==> src/rtl/alu_control_fsm_pkg.sv <==
// Shared encodings for the ALU control FSM: opcodes, ALU ops, bus sources, states.
package alu_ctrl_pkg;

    // Instruction opcodes, IR[15:13]
    localparam logic [2:0] OPC_MV  = 3'b000;
    localparam logic [2:0] OPC_ADD = 3'b001;
    localparam logic [2:0] OPC_SUB = 3'b010;
    localparam logic [2:0] OPC_AND = 3'b011;
    localparam logic [2:0] OPC_SHF = 3'b100;
    localparam logic [2:0] OPC_MVI = 3'b101;
    localparam logic [2:0] OPC_CMP = 3'b110;
    localparam logic [2:0] OPC_NOP = 3'b111;

    // ALU operation codes; 000 makes the ALU hold Res
    localparam logic [2:0] ALU_NOP = 3'b000;
    localparam logic [2:0] ALU_ADD = 3'b001;
    localparam logic [2:0] ALU_SUB = 3'b010;
    localparam logic [2:0] ALU_AND = 3'b011;
    localparam logic [2:0] ALU_BAR = 3'b100;

    // BusW source select
    localparam logic [1:0] BUS_REG  = 2'b00;
    localparam logic [1:0] BUS_IMM  = 2'b01;
    localparam logic [1:0] BUS_G    = 2'b10;
    localparam logic [1:0] BUS_NONE = 2'b11;

    typedef enum logic [1:0] {
        ST_IDLE = 2'd0,
        ST_T1   = 2'd1,
        ST_T2   = 2'd2,
        ST_T3   = 2'd3
    } state_t;

    typedef enum logic [1:0] {
        CLS_MOVE = 2'd0,
        CLS_IMM  = 2'd1,
        CLS_ALU  = 2'd2,
        CLS_NOP  = 2'd3
    } instr_cls_t;

endpackage

==> src/rtl/alu_control_fsm_if.sv <==
// Handshake and datapath-control bundle between the host/datapath and the control FSM.
interface alu_control_fsm_if #(
    parameter int DATA_W     = 16,
    parameter int REG_ADDR_W = 3,
    parameter int SHAMT_W    = 4
) ();
    logic                  Run;
    logic [DATA_W-1:0]     DIN;
    logic                  bitZero;
    logic                  Busy;
    logic                  Done;
    logic [REG_ADDR_W-1:0] regSel;
    logic [1:0]            busSrc;
    logic                  RA_load;
    logic                  G_load;
    logic [2:0]            op;
    logic [SHAMT_W-1:0]    shiftAmt;
    logic                  shiftDir;
    logic                  regWrite;
    logic [REG_ADDR_W-1:0] regWAddr;
    logic                  zeroFlag;

    // Host / datapath side: issues instructions, observes controls
    modport master (
        output Run, DIN, bitZero,
        input  Busy, Done, regSel, busSrc, RA_load, G_load, op,
               shiftAmt, shiftDir, regWrite, regWAddr, zeroFlag
    );

    // Control FSM side
    modport slave (
        input  Run, DIN, bitZero,
        output Busy, Done, regSel, busSrc, RA_load, G_load, op,
               shiftAmt, shiftDir, regWrite, regWAddr, zeroFlag
    );
endinterface

==> src/rtl/alu_control_fsm_decoder.sv <==
// alu_instr_decoder: purely combinational field split and classification of the IR.
module alu_instr_decoder
    import alu_ctrl_pkg::*;
#(
    parameter int DATA_W     = 16,
    parameter int REG_ADDR_W = 3,
    parameter int SHAMT_W    = 4
) (
    input  logic [DATA_W-1:0]     ir_i,
    output instr_cls_t            cls_o,
    output logic [2:0]            op_o,
    output logic                  writes_back_o,
    output logic                  sets_flag_o,
    output logic                  is_shift_o,
    output logic [SHAMT_W-1:0]    shamt_o,
    output logic                  shdir_o,
    output logic [REG_ADDR_W-1:0] rx_o,
    output logic [REG_ADDR_W-1:0] ry_o
);
    localparam int RX_MSB = DATA_W - 4;
    localparam int RY_MSB = RX_MSB - REG_ADDR_W;
    localparam int GAP_MSB = RY_MSB - REG_ADDR_W;

    logic [2:0] opc;
    logic       unused_imm_hi;

    assign opc     = ir_i[DATA_W-1 -: 3];
    assign rx_o    = ir_i[RX_MSB -: REG_ADDR_W];
    assign ry_o    = ir_i[RY_MSB -: REG_ADDR_W];
    assign shamt_o = ir_i[SHAMT_W-1:0];
    assign shdir_o = ir_i[SHAMT_W];
    // Upper immediate bits only matter to the datapath's immediate path
    assign unused_imm_hi = ^ir_i[GAP_MSB:SHAMT_W+1];

    // Classify opcode and pick the ALU operation; cmp reuses subtract
    always_comb begin
        cls_o         = CLS_ALU;
        op_o          = ALU_NOP;
        writes_back_o = 1'b1;
        is_shift_o    = 1'b0;
        case (opc)
            OPC_MV:  cls_o = CLS_MOVE;
            OPC_MVI: cls_o = CLS_IMM;
            OPC_NOP: begin
                cls_o         = CLS_NOP;
                writes_back_o = 1'b0;
            end
            OPC_ADD: op_o = ALU_ADD;
            OPC_SUB: op_o = ALU_SUB;
            OPC_AND: op_o = ALU_AND;
            OPC_SHF: begin
                op_o       = ALU_BAR;
                is_shift_o = 1'b1;
            end
            OPC_CMP: begin
                op_o          = ALU_SUB;
                writes_back_o = 1'b0;
            end
            default: cls_o = CLS_ALU;
        endcase
        sets_flag_o = (cls_o == CLS_ALU);
    end
endmodule

==> src/rtl/alu_control_fsm.sv <==
// alu_control_fsm: multi-cycle Moore sequencer for the ALU / barrel-shifter datapath.
module alu_control_fsm
    import alu_ctrl_pkg::*;
#(
    parameter int DATA_W     = 16,
    parameter int REG_ADDR_W = 3,
    parameter int SHAMT_W    = 4
) (
    input  logic             Clock,
    input  logic             Reset,
    alu_control_fsm_if.slave bus
);
    state_t                state_q, state_d;
    logic [DATA_W-1:0]     ir_q, ir_d;
    logic                  zflag_q, zflag_d;

    instr_cls_t            dec_cls;
    logic [2:0]            dec_op;
    logic                  dec_wb;
    logic                  dec_flag;
    logic                  dec_shift;
    logic [SHAMT_W-1:0]    dec_shamt;
    logic                  dec_shdir;
    logic [REG_ADDR_W-1:0] dec_rx;
    logic [REG_ADDR_W-1:0] dec_ry;

    logic                  busy;
    logic                  done;
    logic [REG_ADDR_W-1:0] reg_sel;
    logic [1:0]            bus_src;
    logic                  ra_load;
    logic                  g_load;
    logic [2:0]            alu_op;
    logic [SHAMT_W-1:0]    shift_amt;
    logic                  shift_dir;
    logic                  reg_write;
    logic [REG_ADDR_W-1:0] reg_waddr;

    alu_instr_decoder #(
        .DATA_W     (DATA_W),
        .REG_ADDR_W (REG_ADDR_W),
        .SHAMT_W    (SHAMT_W)
    ) u_dec (
        .ir_i          (ir_q),
        .cls_o         (dec_cls),
        .op_o          (dec_op),
        .writes_back_o (dec_wb),
        .sets_flag_o   (dec_flag),
        .is_shift_o    (dec_shift),
        .shamt_o       (dec_shamt),
        .shdir_o       (dec_shdir),
        .rx_o          (dec_rx),
        .ry_o          (dec_ry)
    );

    // State, instruction and flag registers; reset abandons any instruction in flight
    always_ff @(posedge Clock or posedge Reset) begin
        if (Reset) begin
            state_q <= ST_IDLE;
            ir_q    <= '0;
            zflag_q <= 1'b0;
        end else begin
            state_q <= state_d;
            ir_q    <= ir_d;
            zflag_q <= zflag_d;
        end
    end

    // Next state: Run only matters in IDLE, flag captured when leaving T2
    always_comb begin
        state_d = state_q;
        ir_d    = ir_q;
        zflag_d = zflag_q;
        case (state_q)
            ST_IDLE: begin
                if (bus.Run) begin
                    state_d = ST_T1;
                    ir_d    = bus.DIN;
                end
            end
            ST_T1: state_d = (dec_cls == CLS_ALU) ? ST_T2 : ST_IDLE;
            ST_T2: begin
                state_d = ST_T3;
                if (dec_flag) zflag_d = bus.bitZero;
            end
            ST_T3: state_d = ST_IDLE;
            default: state_d = ST_IDLE;
        endcase
    end

    // Output decode from state and IR only; IDLE drives every control low
    always_comb begin
        busy      = (state_q != ST_IDLE);
        done      = 1'b0;
        reg_sel   = '0;
        bus_src   = BUS_REG;
        ra_load   = 1'b0;
        g_load    = 1'b0;
        alu_op    = ALU_NOP;
        reg_write = 1'b0;
        shift_amt = busy ? dec_shamt : '0;
        shift_dir = busy ? dec_shdir : 1'b0;
        reg_waddr = busy ? dec_rx : '0;
        case (state_q)
            ST_T1: begin
                case (dec_cls)
                    CLS_MOVE: begin
                        reg_sel   = dec_ry;
                        reg_write = 1'b1;
                        done      = 1'b1;
                    end
                    CLS_IMM: begin
                        bus_src   = BUS_IMM;
                        reg_write = 1'b1;
                        done      = 1'b1;
                    end
                    CLS_NOP: done = 1'b1;
                    default: begin
                        reg_sel = dec_rx;
                        ra_load = 1'b1;
                    end
                endcase
            end
            ST_T2: begin
                g_load = 1'b1;
                alu_op = dec_op;
                if (dec_shift) bus_src = BUS_NONE;
                else           reg_sel = dec_ry;
            end
            ST_T3: begin
                bus_src   = BUS_G;
                reg_write = dec_wb;
                done      = 1'b1;
            end
            default: done = 1'b0;
        endcase
    end

    assign bus.Busy     = busy;
    assign bus.Done     = done;
    assign bus.regSel   = reg_sel;
    assign bus.busSrc   = bus_src;
    assign bus.RA_load  = ra_load;
    assign bus.G_load   = g_load;
    assign bus.op       = alu_op;
    assign bus.shiftAmt = shift_amt;
    assign bus.shiftDir = shift_dir;
    assign bus.regWrite = reg_write;
    assign bus.regWAddr = reg_waddr;
    assign bus.zeroFlag = zflag_q;
endmodule
==> src/flat_wrapper.sv <==
// flat-port wrapper written by rule: the top's interface ports become plain ports
module alu_control_fsm_flat import alu_ctrl_pkg::*;
#(
    parameter int DATA_W     = 16,
    parameter int REG_ADDR_W = 3,
    parameter int SHAMT_W    = 4
)
  (Clock, Reset, bus_Run, bus_DIN, bus_bitZero, bus_Busy, bus_Done, bus_regSel, bus_busSrc, bus_RA_load, bus_G_load, bus_op, bus_shiftAmt, bus_shiftDir, bus_regWrite, bus_regWAddr, bus_zeroFlag);
  alu_control_fsm_if #(.DATA_W(DATA_W), .REG_ADDR_W(REG_ADDR_W), .SHAMT_W(SHAMT_W)) bus_i ();
  input  logic Clock;
  input  logic Reset;
  input wire logic [$bits(bus_i.Run)-1:0] bus_Run;
  input wire logic [$bits(bus_i.DIN)-1:0] bus_DIN;
  input wire logic [$bits(bus_i.bitZero)-1:0] bus_bitZero;
  output wire logic [$bits(bus_i.Busy)-1:0] bus_Busy;
  output wire logic [$bits(bus_i.Done)-1:0] bus_Done;
  output wire logic [$bits(bus_i.regSel)-1:0] bus_regSel;
  output wire logic [$bits(bus_i.busSrc)-1:0] bus_busSrc;
  output wire logic [$bits(bus_i.RA_load)-1:0] bus_RA_load;
  output wire logic [$bits(bus_i.G_load)-1:0] bus_G_load;
  output wire logic [$bits(bus_i.op)-1:0] bus_op;
  output wire logic [$bits(bus_i.shiftAmt)-1:0] bus_shiftAmt;
  output wire logic [$bits(bus_i.shiftDir)-1:0] bus_shiftDir;
  output wire logic [$bits(bus_i.regWrite)-1:0] bus_regWrite;
  output wire logic [$bits(bus_i.regWAddr)-1:0] bus_regWAddr;
  output wire logic [$bits(bus_i.zeroFlag)-1:0] bus_zeroFlag;
  assign bus_i.Run = bus_Run;
  assign bus_i.DIN = bus_DIN;
  assign bus_i.bitZero = bus_bitZero;
  assign bus_Busy = bus_i.Busy;
  assign bus_Done = bus_i.Done;
  assign bus_regSel = bus_i.regSel;
  assign bus_busSrc = bus_i.busSrc;
  assign bus_RA_load = bus_i.RA_load;
  assign bus_G_load = bus_i.G_load;
  assign bus_op = bus_i.op;
  assign bus_shiftAmt = bus_i.shiftAmt;
  assign bus_shiftDir = bus_i.shiftDir;
  assign bus_regWrite = bus_i.regWrite;
  assign bus_regWAddr = bus_i.regWAddr;
  assign bus_zeroFlag = bus_i.zeroFlag;
  alu_control_fsm #(.DATA_W(DATA_W), .REG_ADDR_W(REG_ADDR_W), .SHAMT_W(SHAMT_W)) u_core (.Clock(Clock), .Reset(Reset), .bus(bus_i));
endmodule
==> config.mk <==
export PLATFORM = sky130hd
export DESIGN_NAME = alu_control_fsm_flat
export DESIGN_NICKNAME = d
export VERILOG_FILES = /design/src/rtl/alu_control_fsm_pkg.sv /design/src/rtl/alu_control_fsm_if.sv /design/src/rtl/alu_control_fsm_decoder.sv /design/src/rtl/alu_control_fsm.sv /design/src/flat_wrapper.sv
export SDC_FILE = /design/constraint.sdc
export NUM_CORES = 1
export LEC_CHECK = 0
export BUFFER_PORTS_ARGS = -buffer_cell sky130_fd_sc_hd__buf_4
export CORE_UTILIZATION = 45
export DETAILED_ROUTE_END_ITERATION = 12
export HOLD_SLACK_MARGIN = 0.15
export PLACE_DENSITY = 0.77
export SYNTH_ARGS = -nofsm -noshare
export SYNTH_HDL_FRONTEND = slang
export SYNTH_HIERARCHICAL = 1
export SYNTH_SLANG_ARGS = --single-unit
==> constraint.sdc <==
create_clock -name Clock -period 3.75 [get_ports Clock]
set_clock_uncertainty 0.1 [all_clocks]
set_input_delay 0.375 -clock Clock [delete_from_list [all_inputs] [get_ports Clock]]
set_output_delay 0.375 -clock Clock [all_outputs]
set_load 0.01 [all_outputs]
==> results.md <==
* Status: finished clean
* Worst-Margin Slew at just over 0.6 ns
* Port Buffers at 39
* Setup WS pre-CTS at approximately 1.7 ns
* Worst slew margin at between 50% and 60%
* Pint at slightly below 0.7 mW
* Worst-path maximum fanout at 7
* Die Width at between 50 and 60 um
* WL per Instance at about 13 um
* Worst setup margin at between 1 and 1.5 ns
* Clock power frac at a little under a tenth
* Pwr dens at between 800 and 900 nW/um2
* Clock-pin transition on the worst setup and hold timing paths at around 0.10 ns
* Total Power at 1.08 mW
* Sw Pwr at between 0.4 and 0.5 mW
* Num Clock Sinks at 17
* HPWL Detailed at about 1.6 mm
* I/O pin count at 42
* CP endpoint kind: primary output
* Most frequent cells in the layout: buf_4 (39), dfrtp_1 (17), mux2_2 (8), mux2_4 (8), nor2b_1 (6)
* GRT Overall Usage at 17.0%
* Hold/Removal Path Class: in -> reg
* Mapped Area at between 1000 and 1500 um2
* Area delta synth->final at 24.3%
* GPL Wtd Cong at between 0.7 and 0.8
* DR iter-0 viols at 4
* Maximum Capacitance Violations at 0
* Sequential share of power at about 32%
* Slowest-stage cell, CP: dfrtp_1
* Vias in the first global route at between 700 and 800
* Core Region at around 2200 um2
* Fmax achieved at between 400 and 500 MHz
* Syn_nets at ~120
* CTS Root Cell: clkbuf_4
* Total CTS buffers at 3
* Largest net degree at the start of global routing at 18
* Crit path arrival time at approximately 1.9 ns
* Final min period at approximately 2.3 ns
* Num rows at 17
* CP Cell Sequence: nor3b_1, o22ai_1, a32o_1, buf_4
* First-pass iteration count of the detailed router at 4
* Pleak at slightly below 0.7 nW
* Comb pwr share at around three fifths
* Ys Warns at 6
* Total Wirelength at roughly 2.0 mm
* Setup TNS at 0 ns
* Commonest non-fill, non-tap cell in the layout: buf_4
* Startpoint Class: flop
* Routed Antenna Nets at 0
* Antenna diode count at 0
* Initial antenna violation count at 0
* Critical path class: reg -> out
* Slowest stage delay, CP at ~0.46 ns
* Final hold violation count at 0
* Via count at ~750
* Clock latency on the worst-skew pair at approximately 0.29 ns
* Final slew viol count at 0
* CTS tree: yes
* Vias per cell at 4.85
* Grt ovf at 0
* Remaining DRCs at 0
* Layout net count at 152
* CP required at 3.27 ns
* Post-Synthesis Cells at 97
* Die area at between 2000 and 3000 um2
* Syn Area/Cell at between 10 and 15 um2
* Number of fillers in the final layout at between 150 and 200
* Final setup viols at 0
* Share of layout cells above drive strength 1 at between 50% and 60%
* Clk buf depth at 2
* Starting density of the core at a little under 50%
* Peak supply drop at around 0.42 mV
* Fin crit share at 62.4%
* Sw frac at around 38%
* CTS H-tree lvls at 1
* RSZ-0062 raised after global routing: no
* Global-route wire length before repair at approximately 3.2 mm
* Die height at around 51 um
## final cells by class
type | instances | area, um2 | share of cell area [%]
repair buffers | 40 | 303 | 22.6
well taps | 28 | 35.0 | 2.62
clock buffers | 3 | 22.5 | 1.68
flip-flops and latches | 17 | 425 | 31.8
inverters | 5 | 18.8 | 1.40
clock inverters | 1 | 7.51 | 0.561
multi-input cells | 61 | 527 | 39.3
## per-layer routing
metal | global-route usage (%) | wire length (um)
met1 | 23.0 | 879
met2 | 26.1 | 973
met3 | 1.79 | 102
met4 | 9.72 | 16
met5 | 0 | 0
## power groups by stage
stage                     logic [mW]  registers, mW  clock network (mW)
after detailed placement       0.642          0.351                   0
after floorplan                0.512          0.332                   0
final                          0.636          0.349              0.0983
after global routing           0.694          0.364               0.107
after global placement         0.624          0.344                   0
after CTS                      0.643          0.349               0.103
## worst max-delay path: cells and delay by family (launching register included)
family,cells,cell delay (ns)
AOI/OAI and AO/OA,2,0.52
DFF,1,0.46
and+or+nand+nor,1,0.46
buffers and inverters,1,0.14
## state kept, by name (all words and copies together) (netlist names), named ones only
name / flops
u_core/ir_q: 14
u_core/bus.zeroFlag: 1
u_core/state_q: 1
## what timing repair did
action                     CTS  global route
setup buffers                0             0
setup endpoints to repair    0             0
hold buffers                 1             0
hold endpoints to repair    17             0
gates resized for setup      0             0
## final timing paths
| check | from | end | slack, ns | cells past startpoint |
|---|---|---|---|---|
| max | u_core/ir_q[15] | bus_regSel[2] | 1.41 | 4 |
| min | bus_DIN[4] | u_core/ir_q[4] | 0.21 | 2 |
| max reg2reg | u_core/state_q[0] | flop | 1.79 | 5 |
| min reg2reg | u_core/ir_q[9] | u_core/ir_q[9] | 0.42 | 1 |
| max in group asynchronous | Reset | u_core/ir_q[11] | 2.55 | 3 |
| min in group asynchronous | Reset | u_core/ir_q[2] | 0.60 | 3 |
## metrics by stage
stage / cell area (um2) / hold WS, ns / util (%) / std cells
after floorplan: 1080 / 0.201 / - / 97
after global placement: 1300 / 0.390 / 58.2 / 150
after detailed placement: 1300 / 0.393 / 58.2 / 150
after CTS: 1340 / 0.200 / 59.9 / 155
after global routing: 1340 / 0.195 / 59.9 / 155
final: 1340 / 0.209 / 59.9 / 155
No activity file was read; power rests on OpenSTA's default activity.
